<file path="config.mk">
export PLATFORM = sky130hd
export DESIGN_NAME = alu_writeback
export DESIGN_NICKNAME = d
export VERILOG_FILES = /design/src/rtl/alu_writeback.sv
export SDC_FILE = /design/constraint.sdc
export NUM_CORES = 1
export LEC_CHECK = 0
export CORE_ASPECT_RATIO = 1.2
export CORE_MARGIN = 2
export CORE_UTILIZATION = 52
export CTS_BUF_LIST = sky130_fd_sc_hd__clkbuf_8
export CTS_CLUSTER_DIAMETER = 200
export DETAILED_ROUTE_END_ITERATION = 8
export PLACE_DENSITY = 0.91
export SYNTH_ARGS = -nofsm -noshare
export SYNTH_HDL_FRONTEND = slang
export SYNTH_SLANG_ARGS = --single-unit
export TNS_END_PERCENT = 30
</file>
<file path="constraint.sdc">
create_clock -name Clk -period 4 [get_ports Clk]
set_clock_uncertainty 0.1 [all_clocks]
set_input_delay 1.2 -clock Clk [delete_from_list [all_inputs] [get_ports Clk]]
set_output_delay 1.2 -clock Clk [all_outputs]
set_load 0.005 [all_outputs]
</file>
<file path="src/rtl/alu_writeback.sv">
// alu_writeback: registered writeback stage behind the 8-bit ALU.
// Buffers up to two results in order for the register-file write port,
// holds the architectural Zero flag and the shift-carry register, and
// forwards the youngest pending register write to operand select.
module alu_writeback #(
    parameter int DW = 8,
    parameter int RW = 3
) (
    input  logic          Clk,
    input  logic          Reset_n,
    input  logic          InValid,
    output logic          InReady,
    input  logic [DW-1:0] InData,
    input  logic          InZero,
    input  logic          InSC,
    input  logic [RW-1:0] InDest,
    input  logic          InWrEn,
    input  logic          InSCWr,
    input  logic          Flush,
    output logic          OutValid,
    input  logic          OutReady,
    output logic [DW-1:0] OutData,
    output logic [RW-1:0] OutDest,
    output logic          OutWrEn,
    output logic          SC_out,
    output logic          ZeroFlag,
    output logic          FwdValid,
    output logic [RW-1:0] FwdDest,
    output logic [DW-1:0] FwdData,
    output logic [1:0]    Count
);

    typedef struct packed {
        logic [DW-1:0] data;
        logic [RW-1:0] dest;
        logic          wren;
    } wb_entry_t;

    wb_entry_t [1:0] mem;
    logic            rd_ptr;
    logic            wr_ptr;
    logic [1:0]      count;
    logic            push;
    logic            pop;
    logic            zero_q;
    logic            sc_q;
    wb_entry_t       head;
    wb_entry_t       young;

    // Handshake status depends only on registered occupancy.
    assign InReady  = (count != 2'd2);
    assign OutValid = (count != 2'd0);
    assign push     = InValid & InReady & ~Flush;
    assign pop      = OutValid & OutReady & ~Flush;

    // With two entries the pointers coincide, so the younger entry sits opposite the head.
    assign head  = mem[rd_ptr];
    assign young = mem[~rd_ptr];

    assign OutData  = head.data;
    assign OutDest  = head.dest;
    assign OutWrEn  = head.wren;
    assign Count    = count;
    assign ZeroFlag = zero_q;
    assign SC_out   = sc_q;

    // Buffer storage, pointers and occupancy; flush drops everything in one edge.
    always_ff @(posedge Clk or negedge Reset_n) begin
        if (!Reset_n) begin
            mem    <= '0;
            rd_ptr <= 1'b0;
            wr_ptr <= 1'b0;
            count  <= 2'd0;
        end else if (Flush) begin
            rd_ptr <= 1'b0;
            wr_ptr <= 1'b0;
            count  <= 2'd0;
        end else begin
            if (push) begin
                mem[wr_ptr] <= '{data: InData, dest: InDest, wren: InWrEn};
                wr_ptr      <= ~wr_ptr;
            end
            if (pop)
                rd_ptr <= ~rd_ptr;
            count <= count + 2'(push) - 2'(pop);
        end
    end

    // Flags follow accepted results, not retirements, and survive a flush.
    always_ff @(posedge Clk or negedge Reset_n) begin
        if (!Reset_n) begin
            zero_q <= 1'b0;
            sc_q   <= 1'b0;
        end else if (push) begin
            zero_q <= InZero;
            if (InSCWr)
                sc_q <= InSC;
        end
    end

    // Forward the youngest buffered entry that will write the register file.
    always_comb begin
        FwdValid = 1'b0;
        FwdDest  = '0;
        FwdData  = '0;
        if (count == 2'd2 && young.wren) begin
            FwdValid = 1'b1;
            FwdDest  = young.dest;
            FwdData  = young.data;
        end else if (count != 2'd0 && head.wren) begin
            FwdValid = 1'b1;
            FwdDest  = head.dest;
            FwdData  = head.data;
        end
    end

endmodule

</file>
Yosys cells after proc, flatten, opt, wreduce, memory -nomap -nowiden
Cells that the tools add are included.

word-level totals
  flip-flop bits (word level) = 30
  input bits = 20

operators by class
  bitwise gates (word level) = 7
  equality and inequality tests = 2
  order comparisons = 4
  reduce and logical (&&, ||, !) cells = 8
  mux-type cells = 18
  $add $sub $neg = 2

operators by type and width
  cell                  number
  $mux W12              5
  $bwmux W24            1
  $mux W8               2
  $demux W12 S1         1
  $lt A1 B2 Y1 const B  3
  $mux W1               6
  $mux W3               2
  $reduce_bool A2 Y1    3
  $and A1 B1 Y1         4
  $reduce_and A2 Y1     2
  $logic_and A1 B1 Y1   3
  $not A1 Y1            3
  $add A2 B1 Y2         1
  $eq A2 B2 Y1 const B  1
  $mux W2               1
  $ne A2 B2 Y1 const B  1
  $sub A2 B1 Y2         1
  $ge A1 B1 Y1 const B  1

Longest topological paths before layout
Gate-level depths: netlist of run 1.

  depth after elaboration = 6
  gate-level depth with buffers = 9

Worst setup path before layout of run 1
OpenSTA, ideal clock, no wires.

  kind = in2reg
  start = input port InValid
  end = register count[1] (netlist: Count[1])
  path buffers = 0
  setup slack = 1.454 ns
  setup time = 0.086 ns
  cell stages on the path = 8
  data arrival time = 2.360 ns
  required time = 3.814 ns
  path through = nor2b_2 -> nand2_1 -> ha_1 -> inv_1 -> ha_1 -> xor2_1 -> and2_1 -> nor3_1

on the way
  longest elaborated chain between the ends = 5

ends and longest elaborated chain
  item                         line  source
  start: declaration           11    input logic InValid,
  $and A1 B1 Y1 (2 in series)  53    assign push = InValid & InReady & ~Flush;
  $add A2 B1 Y2                85    count <= count + 2'(push) - 2'(pop);
  $sub A2 B1 Y2                85
  $mux W2                      74    end else if (Flush) begin
  end signal: assignment       85
  end: declaration             42    logic [1:0] count;

Every way passes these cells.
A chain may end at the register's enable or synchronous reset.

Worst setup path after layout of run 1
  start = register mem[0] in the netlist's numbering
  end = output port FwdData[5]

on the way
  longest elaborated chain between the ends = 5
  elaborated cells between the ends (all ways) = 8

ends and longest elaborated chain
  item                                          line  source
  start: declaration                            39    wb_entry_t [1:0] mem;
  start signal: indexed assignment              80    mem[wr_ptr] <= '{data: InData, dest: InDest, wren: InWrEn};
  $mux W12 (implied by the code) (2 in series)  57    assign head = mem[rd_ptr];
  $logic_and A1 B1 Y1                           110   end else if (count != 2'd0 && head.wren) begin
  $mux W8                                       110
  $mux W8 *                                     106   if (count == 2'd2 && young.wren) begin
  end: declaration                              29    output logic [DW-1:0] FwdData,

Every way passes the cells marked *; elsewhere a longest branch is shown, timed or not. The select of a mux whose other input is x is not followed.

==> metrics.md, run 1 <==
| Metric | Value |
|---|---|
| Critical path class | `reg -> out` |
| Worst r2r src | `Count[0]` |
| Vias/cell | `5.45` |
| Final-report hold violation count | `0` |
| Post-synthesis sequential area ratio | `45.0%` |
| Complex-gate fraction of the synthesized area | `6.83%` |
| Die area | `3680 um^2` |
| Top Ports | `50` |
| Gr usage total | `22.5%` |
| FF-to-FF End | `Count[1]` |
| Number of synthesized register bits | `30` |
| Synthesis Warnings | `0` |
| Skew-Pair Late Insertion Delay | `around 0.28 ns` |
| Cell count after synthesis | `142` |
| Crit path DAT | `2.52 ns` |
| Clk buf depth | `2` |
| Initial Util | `54.6%` |
| Final Cell Area | `2240 um^2` |
| Most frequent cells in the layout | `clkdlybuf4s50_1 (49), dfrtp_1 (30), mux2_2 (28)` |
| DRT Pass-1 Iters | `4` |
| FF+latch area | `751 um^2` |
| Tmin final | `roughly 3.8 ns` |
| Antenna cells | `0` |
| Worst slew pin tran | `0.902 ns` |
| Die Y | `66.0 um` |
| Run status | `complete, no violations` |
| Vias in the first global route | `1287` |
| Clock sinks | `30` |
| Post-Synth Simple-Gate Area | `11.2%` |
| Largest family of logic cells by synthesized area | `multiplexers` |
| DR vias | `1243` |
| Commonest non-fill, non-tap cell in the layout | `clkdlybuf4s50_1` |
| Mux cell area share after synthesis | `27.9%` |
| PD cells | `549 nW/um^2` |
| Worst r2r path cells | `8` |
| Worst Path Required | `2.70 ns` |
| R2R Setup Slk | `roughly 2 ns` |
| Core footprint | `~3100 um^2` |
| Area of the multi-input gates | `roughly 810 um^2` |
| Setup ws final | `~0.18 ns` |
| DP Worst Slack | `0.542 ns` |
| Max Freq | `0.262 GHz` |
| Crit path capture type | `output port` |
| Antenna Nets Post-Route | `0` |
| IR drop worst, VDD | `approximately 0.34 mV` |
| Min-delay src | `SC_out` |
| Max_slew headroom | `39.8%` |
| TritonCTS clock tree | `built` |
| Total wire length | `3.82 mm` |
| Unrepaired setup endpoints after global routing | `no` |
| Mapped Avg Cell Area | `11.7 um^2` |
| Placed cell areas | `2160 um^2` |
| Largest net degree at the start of global routing | `31` |
| PortBufs | `between 40 and 50` |
| Total of fill cells in the finished design | `215` |
| Max-Cap Viols | `0` |
| Startpoint types | `flop` |
| Proportion of layout cells with a drive suffix above 1 | `between 20% and 30%` |
| Adder-Cell Fraction of Synth Area | `1.50%` |
| Detail Placement HPWL | `2.70 mm` |
| # hold bufs at CTS | `0` |
| Fin Hold WS | `0.415 ns` |
| Hold Path Class | `reg -> reg` |
| Final TNS setup | `0 ns` |
| H-tree depth | `2` |
| DRC violations left | `0` |
| Crit-path max FO | `15` |
| Row Count | `22` |
| Final period utilization | `a little over nine tenths` |
| Die X | `between 50 and 60 um` |
| Final Setup Violations | `0` |
| Final slew viol count | `0` |
| Clk pin slew, worst setup/hold paths | `0.06 ns` |
| Unique masters post-synth | `29` |
| First-pass GRT wire length | `6.15 mm` |
| Crit path from | `mem[0]` |
| Hold Path Stages | `1` |
| NumNets Final | `about 210` |
| Worst-case hold path end point | `SC_out` |
| GP Congestion | `between 0.7 and 0.8` |
| Leakage | `0.984 nW` |
| Cts bufs inserted | `5` |
| Initial antenna violation count | `0` |
| DRT iter0 DRCs | `29` |
| Post-CTS repair timing setup buffer count | `0` |
| Wire per inst | `16.8 um` |
| GR Overflow Total | `0` |
| Post-cts sizing count | `0` |
| Xor/xnor cell area share of the yosys netlist | `approximately 1.1%` |
| Layout Area Growth over Synthesis | `34.4%` |
| Synthesized Nets | `about 160` |
| Netlist Area Pre-Place | `1670 um^2` |
| Root Driver | `clkbuf_8` |
-- worst max-delay path, stage by stage (launching register included) --
cell             delay [ns]
dfrtp_1                0.60
a21boi_0               0.18
o211ai_1               0.73
o22ai_1                0.19
clkdlybuf4s50_1        0.53
-- power breakdown --
group          total (mW)  switching (mW)  leakage (nW)  internal [mW]
clock network       0.220           0.106        0.0466          0.114
logic               0.520           0.181         0.576          0.339
registers           0.491          0.0935         0.362          0.397
total                1.23           0.380         0.984          0.851
-- worst max path at each step --
stage / cells after the start / end
floorplan: 8 / Count[1]
global placement: 4 / FwdData[6]
detailed placement: 4 / FwdDest[0]
CTS: 4 / FwdDest[0]
global route: 4 / FwdData[7]
finish: 4 / FwdData[5]
-- stage by stage --
step / util (%) / cells / power, mW
after floorplan: - / 142 / 0.755
after global placement: 70.8 / 221 / 0.985
after detailed placement: 70.8 / 221 / 1.01
after CTS: 73.3 / 228 / 1.24
after global routing: 73.3 / 228 / 1.30
final: 73.3 / 228 / 1.23
-- cells by family (layout without fill, tap and decap cells) --
logic type,after synthesis,after routing
multiplexers,38,38
flip-flops,30,30
AND/OR/NAND/NOR,29,29
buffers and inverters,22,72
AO/OA/AOI/OAI,19,19
adder cells (fa/ha/maj),2,2
XOR/XNOR,2,2
-- Yosys cell counts --
library cell / instances / area [um^2]
a21boi_0: 1 / 7.51
a21oi_1: 3 / 15.0
and2_1: 1 / 6.26
buf_2: 4 / 20.0
buf_6: 1 / 11.3
buf_8: 1 / 15.0
clkbuf_1: 2 / 7.51
dfrtp_1: 30 / 751
ha_1: 2 / 25.0
inv_1: 13 / 48.8
inv_4: 1 / 6.26
mux2_2: 28 / 315
mux2_4: 10 / 150
nand2_1: 2 / 7.51
nand2b_1: 2 / 12.5
nand3_1: 12 / 60.1
nand3_4: 1 / 17.5
nor2_1: 4 / 15.0
nor2b_1: 1 / 6.26
nor2b_2: 1 / 8.76
nor2b_4: 1 / 13.8
nor3_1: 1 / 5.00
nor4_4: 1 / 21.3
o211ai_1: 1 / 7.51
o21ai_0: 3 / 15.0
o22ai_1: 11 / 68.8
or2_2: 1 / 6.26
or3_1: 1 / 6.26
xor2_1: 2 / 17.5
-- sequential cells by signal (all words and copies together) (netlist names) --
signal	cells
Count	2
SC_out	1
ZeroFlag	1
mem	24
rd_ptr	1
wr_ptr	1
-- final cells by class --
type                            instances  area share [%]
Clock buffer                            5            3.07
Clock inverter                          2           0.335
Inverter                               14            2.46
Multi-Input combinational cell         90            36.1
Sequential cell                        30            33.5
Tap cell                               36            2.01
Timing Repair Buffer                   51            22.6
-- routing by layer --
layer,wire (um),track usage (%),up-vias
met5,0,0,-
met4,59,9.15,0
met3,169,7.05,6
met2,1990,39.3,35
met1,1610,25.5,603
li1,-,-,599
Note: power is estimated with default switching activity, not from simulation.
==> run 2: changes to the inputs <==
Settings changed: CELL_PAD_IN_SITES_DETAIL_PLACEMENT set to 0, CELL_PAD_IN_SITES_GLOBAL_PLACEMENT set to 1, CORE_UTILIZATION 52 to 40, PLACE_DENSITY 0.91 to 0.9.
==> metrics.md, run 2 (synthesis gave the netlist of run 1 again) <==
| Metric | Value |
|---|---|
| Crit-path max FO | `11` |
| First-pass GRT wire length | `6.37 mm` |
| Core footprint | `between 3000 and 4000 um^2` |
| Final Util | `58.4%` |
| Clock Power Share | `between 20% and 30%` |
| Cells along the critical path | `nand2b_1, a21oi_1, o22ai_1, clkdlybuf4s50_1` |
| Commonest non-fill, non-tap cell in the layout | `clkdlybuf4s50_1` |
| GR Overflow Total | `0` |
| Post-cts sizing count | `0` |
| H-tree depth | `2` |
| CP top delay family | `compound AO/OA/AOI/OAI gates` |
| Wire per inst | `15.8 um` |
| Die Y | `74.7 um` |
| Area of the multi-input gates | `808 um^2` |
| Internal Power | `0.916 mW` |
| Worst Path Required | `2.70 ns` |
| DRC violations left | `0` |
| DRT iter0 DRCs | `27` |
| Tmin final | `3.78 ns` |
| Min-delay src | `SC_out` |
| Detail Placement HPWL | `2.85 mm` |
| Die X | `between 60 and 70 um` |
| Largest net degree at the start of global routing | `31` |
| Vias/cell | `5.12` |
| Leakage | `1.01 nW` |
| Antenna Nets Post-Route | `0` |
| Gr usage total | `17.9%` |
| Unrepaired setup endpoints after global routing | `no` |
| Met2 Resource Use GR | `33.7%` |
| DP Cell Count | `between 200 and 250` |
| Worst r2r src | `Count[0]` |
| Max Freq | `0.265 GHz` |
| Critical path class | `reg -> out` |
| Top Ports | `50` |
| Final-report hold violation count | `0` |
| Cts bufs inserted | `5` |
| Startpoint types | `flop` |
| Root Driver | `clkbuf_8` |
| Sw frac | `29.5%` |
| DR vias | `1279` |
| Final Setup Violations | `0` |
| Combinational share of power | `approximately two fifths` |
| Row Count | `25` |
| Crit path DAT | `2.48 ns` |
| Worst slew pin tran | `1.01 ns` |
| Max_slew headroom | `between 30% and 40%` |
| Proportion of layout cells with a drive suffix above 1 | `29.1%` |
| Worst path max stage delay | `about 0.8 ns` |
| Most frequent cells in the layout | `clkdlybuf4s50_1 (49), dfrtp_1 (30), mux2_2 (28)` |
| DP Worst Slack | `just under 0.4 ns` |
| Vias in the first global route | `1369` |
| Hold Path Class | `reg -> reg` |
| Setup ws final | `0.220 ns` |
| Fin Hold WS | `between 0.4 and 0.5 ns` |
| Reg with most FFs | `mem` |
| Die area | `roughly 4700 um^2` |
| Final TNS setup | `0 ns` |
| Max-Cap Viols | `0` |
| Met1 Resource Use GR | `19.2%` |
| Clk buf depth | `2` |
| Clk pin slew, worst setup/hold paths | `0.06 ns` |
| FF+latch area | `751 um^2` |
| Final period utilization | `approximately 95%` |
| Total of fill cells in the finished design | `347` |
| WP buf/inv | `1` |
| Busiest grt layer | `met2` |
| Power, Total | `~1.3 mW` |
| Crit path from | `rd_ptr` |
| Slowest CP cell | `a21oi_1` |
| PD cells | `560 nW/um^2` |
| IR drop worst, VDD | `0.274 mV` |
| NumNets Final | `roughly 220` |
| Final cell count without fillers | `250` |
| Clock sinks | `30` |
| Antenna cells | `0` |
| DRT Pass-1 Iters | `4` |
| Final slew viol count | `0` |
| Run status | `complete, no violations` |
| Layout Area Growth over Synthesis | `39.1%` |
| M3 GR Usage | `4.93%` |
| Initial antenna violation count | `0` |
| Number of flip-flops in the largest register | `24` |
| Sequential share of power | `37.8%` |
| Placed cell areas | `2190 um^2` |
| GP Congestion | `roughly 0.74` |
| Switching Power | `about 0.38 mW` |
| Initial Util | `42.0%` |
| TritonCTS clock tree | `built` |
| Skew-Pair Late Insertion Delay | `0.28 ns` |
| PortBufs | `49` |
| Crit path capture type | `output port` |
| Total wire length | `a little under 4 mm` |
| Final Cell Area | `2320 um^2` |
==> run 2: timing repair <==
action	in CTS	in global routing
setup endpoints to repair	0	11
endpoints found under the hold margin	0	0
buffers inserted	0	2
hold buffers	0	0
==> run 2: routing by layer <==
metal | share of wire, % | vias to the layer above | routed length (um)
met5 | 0 | - | 0
met4 | 1.4 | 0 | 57
met3 | 4.2 | 5 | 167
met2 | 54 | 30 | 2140
met1 | 40 | 639 | 1590
li1 | - | 605 | -
==> run 2: worst reg2reg max path: stages, from the launching register on <==
cell and delay (ns):
dfrtp_1 0.50, o21ai_0 0.32, nor2_1 0.08, ha_1 0.28, inv_1 0.04, ha_1 0.18, xor2_1 0.15, and2_1 0.15
nor3_1 0.12
==> run 2: power by group through the flow <==
stage                     Clock [mW]  Combinational [mW]  Sequential, mW
after floorplan                    0               0.296           0.459
after global placement             0               0.511           0.485
after detailed placement           0               0.524           0.496
after CTS                      0.290               0.528           0.492
after global routing           0.301               0.571           0.507
final                          0.282               0.525           0.492
==> run 2: final timing paths <==
kind	to	cells after the start	slack, ns
worst max-delay path	FwdData[2]	4	0.22
worst min-delay path	SC_out	1	0.42
worst max register to register	Count[1]	8	2.00
worst min register to register	SC_out	1	0.42
max in group asynchronous	mem[19]	2	2.30
min in group asynchronous	SC_out	2	1.20
==> run 2: layout make-up <==
cell class	count	share of cell area (%)
multi-input cells	90	34.8
repair buffers	54	22.8
well taps	54	2.91
flip-flops and latches	30	32.4
inverters	14	2.37
clock buffers	8	4.75
==> run 3: changes to the inputs <==
Settings changed: CAP_MARGIN set to 25, CORE_UTILIZATION 40 to 38, PLACE_DENSITY 0.9 to 0.87, TNS_END_PERCENT 30 to 1.
Clock period 4 ns to 3.7 ns, I/O delays scaled along.
==> metrics.md, run 3 (synthesis gave the netlist of run 1 again) <==
| Metric | Value |
|---|---|
| Run status | `complete, no violations` |
| Max_slew headroom | `62.1%` |
| Crit path DAT | `2.18 ns` |
| Tmin final | `3.39 ns` |
| Most frequent cells in the layout | `clkdlybuf4s50_1 (49), dfrtp_1 (30), mux2_2 (28)` |
| Worst slew pin tran | `0.569 ns` |
| Die Y | `between 70 and 80 um` |
| Commonest non-fill, non-tap cell in the layout | `clkdlybuf4s50_1` |
| Die area | `4940 um^2` |
| Crit path capture type | `output port` |
| Top Ports | `50` |
| Final Util | `between 50% and 60%` |
| Leakage | `1.00 nW` |
| Die X | `64.5 um` |
| TritonCTS clock tree | `built` |
| Wire per inst | `approximately 15 um` |
| Antenna Nets Post-Route | `0` |
| Vias/cell | `5.15` |
| Max-Cap Viols | `0` |
| Final slew viol count | `0` |
| DRT iter0 DRCs | `23` |
| Clk pin slew, worst setup/hold paths | `0.06 ns` |
| Unrepaired setup endpoints after global routing | `no` |
| Hold Path Stages | `1` |
| Initial Util | `39.4%` |
| Cells along the critical path | `buf_4, nand2_1, nand3_1, o22ai_1, clkdlybuf4s50_1` |
| Slowest CP cell | `clkdlybuf4s50_1` |
| Detail Placement HPWL | `2.70 mm` |
| Number of flip-flops in the largest register | `24` |
| Final TNS setup | `0 ns` |
| Critical path class | `reg -> out` |
| PortBufs | `49` |
| Cts bufs inserted | `5` |
| Proportion of layout cells with a drive suffix above 1 | `29.1%` |
| Initial antenna violation count | `0` |
| DRT Pass-1 Iters | `4` |
| Worst path max stage delay | `0.54 ns` |
| Crit-path max FO | `12` |
| DR vias | `around 1300` |
| Startpoint types | `flop` |
| NumNets Final | `217` |
| Row Count | `26` |
| Layout Area Growth over Synthesis | `38.3%` |
| Worst r2r path cells | `8` |
| Reg with most FFs | `mem` |
| Root Driver | `clkbuf_8` |
| Worst Path Required | `2.49 ns` |
| Clk buf depth | `2` |
| # hold bufs at CTS | `0` |
| GP Congestion | `0.866` |
| Clock sinks | `30` |
| Vias in the first global route | `1339` |
| H-tree depth | `2` |
| Skew-Pair Late Insertion Delay | `0.28 ns` |
| DRC violations left | `0` |
| GR Overflow Total | `0` |
| PD cells | `591 nW/um^2` |
| Fin Hold WS | `0.421 ns` |
| Largest net degree at the start of global routing | `31` |
| Gr usage total | `16.3%` |
| Final period utilization | `91.7%` |
| IR drop worst, VDD | `about 0.26 mV` |
| Final Setup Violations | `0` |
| Total wire length | `about 3.8 mm` |
| Core footprint | `4230 um^2` |
| Total of fill cells in the finished design | `371` |
| Final-report hold violation count | `0` |
| Max Freq | `0.295 GHz` |
| First-pass GRT wire length | `6.29 mm` |
| Hold Path Class | `reg -> reg` |
| Antenna cells | `0` |
## run 3: cell count changes in the layout (fill, tap and decap cells not counted), sizes merged
cell | before | now
clkinv | 0 | 1
inv | 14 | 15
clkbuf | 8 | 6
## run 3: metal layers
metal  GRT usage (%)  up-vias  routed length, um
li1                -      609                  -
met1            19.9      632               1600
met5               0        -                  0
met2            27.4       48               1920
met4            5.96        0                 58
met3            4.14        8                208
## run 3: area by class of cell
type	instances	area, um^2	share of cell area (%)
multi-input combinational	90	812	35.2
tap	56	70.1	3.04
inverter	14	55.1	2.39
clock buffer	6	82.6	3.58
sequential	30	751	32.5
clock inverter	2	8.76	0.380
timing repair buffer	54	528	22.9
## run 3: through the flow
step	std cells	setup WS [ns]	power [mW]	instance area (um^2)
floorplan	142	1.24	0.816	1670
global placement	243	0.368	1.08	2200
detailed placement	243	0.338	1.10	2200
CTS	251	0.0273	1.37	2300
global route	252	0.184	1.45	2310
finish	252	0.309	1.36	2310
## run 3: repair_timing
item | 4_1_cts | 5_1_grt
resized for setup | 0 | 1
hold endpoints to repair | 0 | 0
setup endpoints to repair | 0 | 11
setup buffers | 0 | 1
## run 3: where the power goes
| group | switching, mW | internal [mW] | total [mW] |
|---|---|---|---|
| logic | 0.203 | 0.375 | 0.578 |
| registers | 0.0905 | 0.430 | 0.520 |
| clock network | 0.118 | 0.147 | 0.265 |
## run 3: path summary, 6_finish.rpt
check                              start          to  slack, ns
worst max-delay path              rd_ptr  FwdData[6]       0.31
worst min-delay path              SC_out      SC_out       0.42
worst max register to register  Count[0]    Count[1]       1.70
worst min register to register    SC_out      SC_out       0.42
max in group asynchronous        Reset_n      mem[3]       2.10
min in group asynchronous        Reset_n     mem[14]       1.11
## run 3: critical path: cells and delay by family, from the launching register on
family	cells	cell delay, ns
AO/OA/AOI/OAI	1	0.15
buffers and inverters	2	0.78
flip-flops	1	0.49
AND/OR/NAND/NOR	2	0.48
==> edit, RTL diff (config.mk and constraints of run 3) <==
Change the parameter `DW` from 8 to 7.
--- a/src/rtl/alu_writeback.sv
+++ b/src/rtl/alu_writeback.sv
@@ -4,5 +4,5 @@
 // forwards the youngest pending register write to operand select.
 module alu_writeback #(
-    parameter int DW = 8,
+    parameter int DW = 7,
     parameter int RW = 3
 ) (
Ports: changed (resized FwdData, InData and OutData); port bits go from 50 to 47. No check against the original RTL was run, so the function may have changed too.
==> edit against run 3 <==
  * Synthesized cell count is 11% higher
  * First-iteration DRC count grew to 2.6 times the old value
  * Total power is 5.7% higher
  * Sequential power is 7.9% higher
  * Combinational power is 10% higher
  * Count of clock-buffer cells in the layout is 3 lower
  * Cell area is 0.43% lower
  * Wire length is 0.21% lower
  * Worst setup slack worse by 0.19 ns
  * Area after synthesis is 3.7% higher
  * Sequential cell count is 2 lower
  * Critical path type unchanged
  * Critical endpoint is now FwdData[1]
  * Largest power group unchanged
==> edit: results (changes against run 3) <==
Worst setup path
  • Slowest stage delay, CP: 0.56 ns (+0.02 ns)
  • Worst-path fanout max: 16 (+4)
  • Worst Setup EP: FwdData[1]
  • Crit-path slowest cell: dfrtp_1
  • Crit path arrival time: 2.37 ns (+0.19 ns)
  • RR Endpoint: Count[1]
  • Worst reg2reg path depth: 9 (+1)
  • Crit path launch: Count[0]
  • R2r setup slk: 1.49 ns (-0.21 ns)

Logic synthesis
  • Cell variety after synth: 32 (+10%)
  • Ys Warns: 0 (unchanged)
  • Syn Nets: 178 (+8.5%)
  • Register area share after synthesis: 40.5% (-4.5 points)
  • Synth area leaders: dfrtp_1, mux2_4, mux2_2
  • Synth cell count leaders: dfrtp_1, mux2_4, a31oi_1
  • Syn Area/Cell: 11.0 µm² (-6.2%)
  • Ys async rst share: 100% (unchanged)

Clock tree
  • CTS Buf Count: 3 (-2)
  • Clk buf depth: 2 (unchanged)
  • Clock transition at path regs: 0.09 ns (+0.03 ns)
  • CTS Root Cell: clkbuf_8
  • Clock network latency to the later pin of the worst-skew pair: 0.27 ns
  • H-tree Lvls: 1 (-1)

Drt
  • Met3 wire len: 134 µm (-36%)
  • Via density: 5.16 (+0.25%)
  • Wire length on met1: 1.85 mm (+16%)
  • Routed vias: 1326 (+2.2%)
  • WL final: 3.77 mm (-0.21%)
  • Highest routed layer: met4
  • First-pass DRT Iterations: 4 (unchanged)
  • Iteration-0 DRC Markers: 59 (+160%)
  • Met2 wire len: 1.74 mm (-9.1%)

GRT
  • Global-route wire length before repair: 6.47 mm (+3.0%)
  • Vias in the first global route: 1357 (+1.3%)
  • Initial antenna violation count: 0 (unchanged)
  • Pin count of the biggest net entering global routing: 29 (-6.5%)
  • Total track usage: 16.6% (+0.31 points)

Finish
  • Filler cells: 398 (+7.3%)
  • Top reg by flops: mem
  • Share of layout cells above drive strength 1: 24.9% (-4.2 points)
  • Antenna diodes: 0 (unchanged)
  • Max reg flops: 22 (-8.3%)
  • Fin nets: 223 (+2.8%)

Placed design
  • DP HPWL: 2.70 mm (-0.20%)
  • Final Wtd Congestion: 0.777 (-10%)
  • Port Buffers: 46 (-6.1%)
  • Placed cells: 253 (+4.1%)

Timing
  • Max_slew headroom: 57.9% (-4.2 points)

Status
  • Status: finished clean

Power and ir drop
  • Leak: 0.997 nW (-0.70%)
  • Peak supply drop: 0.301 mV (+17%)

Worst hold path
  • Min-delay src: ZeroFlag
## edit: changes by cell type in the layout (fill, tap and decap cells not counted), sizes merged, moves of 3 or more
cell           before  now
a31oi               0   18
nand2               2   18
nand3              13    1
o22ai              11    0
inv                15    5
and3                0    9
o21ai               3   11
mux2               38   33
a21oi               3    0
clkbuf              6    3
clkdlybuf4s50      49   46
## edit: routing by layer
| metal | global-route usage [%] | up-vias |
|---|---|---|
| li1 | - | 656 |
| met5 | 0 | - |
| met3 | 2.75 | 4 |
| met4 | 5.83 | 0 |
| met1 | 23.7 | 639 |
| met2 | 25.2 | 27 |
## edit: worst min-delay path by stage
stage | end | slack [ns] | cells after the start
finish | ZeroFlag | 0.39 | 2
global route | SC_out | 0.45 | 1
CTS | ZeroFlag | 0.39 | 2
detailed placement | ZeroFlag | 0.37 | 2
global placement | ZeroFlag | 0.37 | 2
floorplan | ZeroFlag | 0.37 | 2
## edit: logic make-up (layout without fill, tap and decap cells)
kind of cell             count (synthesis)  in the layout  share of synthesized area [%]
multiplexers                            33             33                           25.8
AND/OR/NAND/NOR                         41             41                           13.2
flip-flops                              28             28                           40.5
buffers and inverters                   15             59                           4.85
AO/OA/AOI/OAI                           34             34                           12.2
adder cells (fa/ha/maj)                  2              2                           1.45
XOR/XNOR                                 4              4                           2.03
## edit: metrics by stage
step | hold slack (ns) | utilization, % | area [µm²] | total power [mW] | setup WS (ns)
floorplan | 0.368 | - | 1730 | 0.919 | 1.23
global placement | 0.365 | 51.4 | 2220 | 1.20 | 0.461
detailed placement | 0.371 | 51.4 | 2220 | 1.20 | 0.458
CTS | 0.393 | 53.1 | 2300 | 1.45 | 0.104
global route | 0.453 | 53.1 | 2300 | 1.55 | 0.00398
finish | 0.389 | 53.1 | 2300 | 1.44 | 0.122
## edit: repair_timing
item                       CTS  global route
hold buffers                 0             0
setup buffers                0             0
setup endpoints to repair    0             4
gates resized for setup      0             1
## edit: layout make-up
cell class,instances,share of cell area (%)
Timing Repair Buffer,50,21.4
Clock buffer,3,1.80
Inverter,5,0.817
Clock inverter,1,1.31
Sequential cell,28,30.5
Tap cell,56,3.05
Multi-Input combinational cell,114,41.2
## edit: where the power goes
part	leakage [nW]	switching (mW)	total [mW]	internal (mW)
logic	0.624	0.216	0.638	0.422
clock network	0.0357	0.0974	0.242	0.145
registers	0.338	0.140	0.561	0.420
## edit: critical path: cells and delay by family, from the launching register on
kind	cells	cell delay (ns)
simple gates	3	0.64
compound gates	1	0.25
flops	1	0.56
buf+inv	2	0.65
